## src/rtl/uart_rx_ovs.sv

```systemverilog
// UART receiver driven by a 16x (OVS) oversampling tick from uart_baudgen.
// Optional parity check is enabled with `define UART_RX_PARITY_EN.
module uart_rx_ovs #(
    parameter int DBIT    = 8,
    parameter int OVS     = 16,
    parameter int SB_TICK = 16
) (
    input  logic            clk,
    input  logic            reset,
    input  logic            s_tick,
    input  logic            rx,
`ifdef UART_RX_PARITY_EN
    input  logic            parity_odd,
    output logic            parity_err,
`endif
    output logic [DBIT-1:0] rx_dout,
    output logic            rx_done,
    output logic            frame_err,
    output logic            busy
);

    typedef enum logic [2:0] {
        IDLE,
        START,
        DATA,
        PARITY,
        STOP
    } state_t;

    localparam logic [5:0] S_HALF = 6'(OVS / 2 - 1);
    localparam logic [5:0] S_BIT  = 6'(OVS - 1);
    localparam logic [5:0] S_STOP = 6'(SB_TICK - 1);
    localparam logic [2:0] N_LAST = 3'(DBIT - 1);

    state_t            state;
    logic [5:0]        s;
    logic [2:0]        n;
    logic [DBIT-1:0]   shreg;
    logic              rx_m;
    logic              rx_s;
`ifdef UART_RX_PARITY_EN
    logic              pbit;
`endif

    // Two-flop synchroniser; resets to the idle (high) line level
    always_ff @(posedge clk or negedge reset) begin
        if (!reset) begin
            rx_m <= 1'b1;
            rx_s <= 1'b1;
        end else begin
            rx_m <= rx;
            rx_s <= rx_m;
        end
    end

    // Frame FSM: mid-bit sampling, LSB first, registered strobes
    always_ff @(posedge clk or negedge reset) begin
        if (!reset) begin
            state     <= IDLE;
            s         <= '0;
            n         <= '0;
            shreg     <= '0;
            rx_dout   <= '0;
            rx_done   <= 1'b0;
            frame_err <= 1'b0;
            busy      <= 1'b0;
`ifdef UART_RX_PARITY_EN
            pbit       <= 1'b0;
            parity_err <= 1'b0;
`endif
        end else begin
            rx_done   <= 1'b0;
            frame_err <= 1'b0;
`ifdef UART_RX_PARITY_EN
            parity_err <= 1'b0;
`endif
            unique case (state)
                IDLE: begin
                    if (!rx_s) begin
                        state <= START;
                        s     <= '0;
                        busy  <= 1'b1;
                    end
                end
                START: begin
                    if (s_tick) begin
                        if (s == S_HALF) begin
                            if (!rx_s) begin
                                state <= DATA;
                                s     <= '0;
                                n     <= '0;
                            end else begin
                                state <= IDLE;
                                busy  <= 1'b0;
                            end
                        end else begin
                            s <= s + 6'd1;
                        end
                    end
                end
                DATA: begin
                    if (s_tick) begin
                        if (s == S_BIT) begin
                            s     <= '0;
                            shreg <= {rx_s, shreg[DBIT-1:1]};
                            if (n == N_LAST) begin
`ifdef UART_RX_PARITY_EN
                                state <= PARITY;
`else
                                state <= STOP;
`endif
                            end else begin
                                n <= n + 3'd1;
                            end
                        end else begin
                            s <= s + 6'd1;
                        end
                    end
                end
`ifdef UART_RX_PARITY_EN
                PARITY: begin
                    if (s_tick) begin
                        if (s == S_BIT) begin
                            pbit  <= rx_s;
                            s     <= '0;
                            state <= STOP;
                        end else begin
                            s <= s + 6'd1;
                        end
                    end
                end
`endif
                STOP: begin
                    if (s_tick) begin
                        if (s == S_STOP) begin
                            rx_dout   <= shreg;
                            rx_done   <= 1'b1;
                            frame_err <= ~rx_s;
`ifdef UART_RX_PARITY_EN
                            parity_err <= ((^shreg) ^ pbit) != parity_odd;
`endif
                            state     <= IDLE;
                            busy      <= 1'b0;
                        end else begin
                            s <= s + 6'd1;
                        end
                    end
                end
                default: begin
                    state <= IDLE;
                    busy  <= 1'b0;
                end
            endcase
        end
    end

endmodule

```

## config.mk

```make
export PLATFORM = sky130hd
export DESIGN_NAME = uart_rx_ovs
export DESIGN_NICKNAME = d
export VERILOG_FILES = /design/src/rtl/uart_rx_ovs.sv
export SDC_FILE = /design/constraint.sdc
export NUM_CORES = 1
export LEC_CHECK = 0
export ABC_AREA = 1
export CORE_MARGIN = 3
export CORE_UTILIZATION = 50
export DETAILED_ROUTE_END_ITERATION = 10
export PLACE_DENSITY_LB_ADDON = 0.3
export SYNTH_ARGS = -nofsm -noshare
export SYNTH_HDL_FRONTEND = slang
export SYNTH_SLANG_ARGS = --single-unit
```

## constraint.sdc

```tcl
create_clock -name clk -period 2 [get_ports clk]
set_input_delay 0.2 -clock clk [delete_from_list [all_inputs] [get_ports clk]]
set_output_delay 0.2 -clock clk [all_outputs]
set_load 0.01 [all_outputs]
```

==> flow_metrics.py <==
metrics = {
    "worst_setup_path": {
        "critPathKind": "register to register",
        "worst_ep_arrival_time_ns": 1.91,
        "r2r_slack_ns": 0.31,
        "worstSetupStartpointType": "register",
        "r2r_cells": 10,
        "path_max_fanout": 6,
        "critical_path_required_ns": 2.23,
        "end_kind": "register",
    },
    "detailed_routing": {
        "vias_per_cell": 4.93,
        "wl_per_cell_um": 11.3,
        "drtIter0Drc": 129,
        "route.detailed.drc": 0,
        "firstDrtPassIters": 4,
        "vias": 1489,
        "ant_nets": 0,
        "drt_wl_total_um": 3420,
    },
    "synth": {
        "yosys_warnings": 0,
        "ys_seq_area_share_pct": 45.6,
        "synth_cells": 235,
        "synth_compound_area_share_pct": 6.89,
        "ys_ff_latch": 33,
        "synth_top_family_by_area": "simple AND/OR/NAND/NOR gates",
        "synth-xor-area-share_pct": 0.965,
        "ys_types": 23,
        "synth_fa_ha_area_share_pct": 2.07,
        "synthSimpleGateAreaFrac_pct": 36.5,
        "syn_nets": 242,
        "yosys.area.top_type_share_pct": 42.7,
        "avgSynthCellArea_sq_um": 7.73,
        "yosysTopAreaCell": "dfrtp_1",
        "synth_area_leaders": "dfrtp_1 (43%), nand2_1 (18%), nand3_1 (5.8%)",
        "syn_area_sq_mm": 0.00182,
        "synthMuxAreaShare_pct": 0,
    },
    "clocking": {
        "cts_root_buf": "clkbuf_4",
        "cts_buffer_depth": 2,
        "hold_buffers": 0,
        "cts_max_level": 2,
        "cts_tree": "built",
        "clk_pin_slew_worst_paths_ns": 0.10,
        "clock-sinks": 33,
        "cts_setup_buffers": 0,
        "cts_made_buffers": 5,
        "cts-resized-gates": 0,
        "clock_latency_ns": 0.33,
    },
    "finish": {
        "num-nets-final": 262,
        "regArea_sq_um": 828,
        "syn_to_final_growth_pct": 13.4,
        "nFillCells": 317,
        "multi_input_area_sq_um": 843,
        "num_antenna_cells": 0,
        "drive_gt1_share_pct": 15.6,
    },
    "floorplan": {
        "ios": 15,
        "die_area_sq_mm": 0.00439,
        "rows": 21,
        "die_y_um": 66.3,
        "fp.dieW_um": 66.3,
        "initial_core_util_pct": 53.2,
        "core_area_sq_mm": 0.00342,
    },
    "global_route": {
        "grt_overflow_total": 0,
        "grt_pass1_wl_um": 6180,
        "antenna_found_initial": 0,
        "grt_pass1_vias": 1408,
        "grtUsageTotal_pct": 18.5,
        "grt_start_max_net_pins": 34,
    },
    "sta": {
        "setup-tns-final_ns": 0,
        "slew_headroom_pct": 72.7,
        "tightestPinTransition_ns": 0.410,
        "rsz0062_at_grt": "no",
        "slew_viol_final": 0,
        "timing.fmax_ghz": 0.592,
        "setup_viol": 0,
        "skew_ns": 0.00270,
        "period_share_pct": 84.4,
        "fin_crit_ns": 1.69,
        "finalHoldViolations": 0,
    },
    "worst_hold_path": {
        "hold_path.class": "input port to asynchronous set/reset pin",
    },
    "pwr": {
        "irDropWorstVdd_uv": 467,
        "p_per_area_mw_per_mm2": 945,
        "p_total_mw": 1.95,
        "power_leakage_nw": 1.05,
    },
    "flow_run": {
        "max-cap-violations": 0,
    },
    "placement": {
        "place_hpwl_um": 2500,
        "gp_congestion": 0.835,
        "portBuffers": 14,
    },
    "outcome": {
        "status": "complete, no violations",
    },
}
sequential cells by signal (all words and copies together) (netlist names):
signal     count
rx_done        1
frame_err      1
rx_m           1
n              3
rx_s           1
rx_dout        8
s              6
busy           1
shreg          8
state          3
synth_stat cells:
master    instances
inv_1            26
nor2_4            3
nand2_1          85
nand3_2           5
nand4_1           6
nor2_2            3
nand3b_1          2
o21ai_0          10
nor3_1            1
ha_1              3
nand2_2           2
nand3_4           1
a21oi_1           1
buf_6             1
o21ai_2           8
nor2_1           13
clkbuf_1          1
dfrtp_1          31
buf_2             1
xor2_1            2
inv_2             7
nand3_1          21
dfstp_2           2
layout by cell type (no fill, tap or decap):
master | synthesis | routed
nor2_1 | 13 | 13
clkbuf_4 | 0 | 5
o21ai_0 | 10 | 10
nand3_1 | 21 | 21
buf_4 | 0 | 2
clkinv_2 | 0 | 2
xor2_1 | 2 | 2
nand2_1 | 85 | 85
nor3_1 | 1 | 1
ha_1 | 3 | 3
nand2_2 | 2 | 2
clkbuf_1 | 1 | 1
nand3_4 | 1 | 1
nor2_2 | 3 | 3
o21ai_2 | 8 | 8
a21oi_1 | 1 | 1
dfrtp_1 | 31 | 31
dfstp_2 | 2 | 2
nand3b_1 | 2 | 2
nand3_2 | 5 | 5
inv_2 | 7 | 7
nor2_4 | 3 | 3
nand4_1 | 6 | 6
inv_1 | 26 | 26
clkdlybuf4s50_1 | 0 | 14
per-layer routing:
layer	global-route usage (%)	part of all wire (%)
met3	3.91	4.2
met5	0	0
met2	28.4	45
met4	7.61	1.8
met1	25.4	49
per-stage QoR:
| step | std cells | setup WS, ns | hold WS, ns | utilization (%) | instance area (sq um) |
|---|---|---|---|---|---|
| 3_3_place_gp | 294 | 0.249 | 0.346 | 58.8 | 2010 |
| 6_report | 302 | 0.312 | 0.257 | 60.3 | 2060 |
| 3_5_place_dp | 294 | 0.239 | 0.347 | 58.8 | 2010 |
| 4_1_cts | 302 | 0.333 | 0.253 | 60.3 | 2060 |
| 2_1_floorplan | 235 | 0.550 | -0.0956 | - | 1820 |
| 5_1_grt | 302 | 0.112 | 0.269 | 60.3 | 2060 |
kinds of logic (layout without fill, tap and decap cells):
kind of cell | after synthesis | in the layout
adder cells (fa/ha/maj) | 3 | 3
XOR/XNOR | 2 | 2
buffers and inverters | 36 | 57
AND/OR/NAND/NOR | 142 | 142
AO/OA/AOI/OAI | 19 | 19
flip-flops | 33 | 33
worst paths after layout:
| path | endpoint | startpoint |
|---|---|---|
| min in group clk | rx_m$_DFF_PN1_ | rx |
| hold / removal | s[2]$_DFFE_PN0P_ | reset |
| max in group asynchronous | rx_m$_DFF_PN1_ | reset |
| setup reg to reg | state[0]$_DFFE_PN0P_ | s[0]$_DFFE_PN0P_ |
| setup / recovery | state[0]$_DFFE_PN0P_ | s[0]$_DFFE_PN0P_ |
| hold reg to reg | rx_s$_DFF_PN1_ | rx_m$_DFF_PN1_ |
power by group:
group | switching, mW | total [mW] | internal (mW)
clock | 0.221 | 0.355 | 0.134
combinational | 0.515 | 0.775 | 0.261
sequential | 0.0812 | 0.815 | 0.734
critical path, stage by stage (launching register included):
cell,delay (ns)
dfrtp_1,0.45
ha_1,0.25
nand2_1,0.10
inv_2,0.10
nand3_1,0.15
nand2_2,0.13
nand2_1,0.10
inv_2,0.08
nand3_1,0.09
nand2_1,0.07
nand2_1,0.05
cell type report:
class,count,share of cell area [%]
multi-input cells,166,40.9
flip-flops and latches,33,40.2
repair buffers,16,7.53
inverters,33,6.01
well taps,46,2.79
clock buffers,6,2.00
clock inverters,2,0.486
No activity file was read; power rests on OpenSTA's default activity.
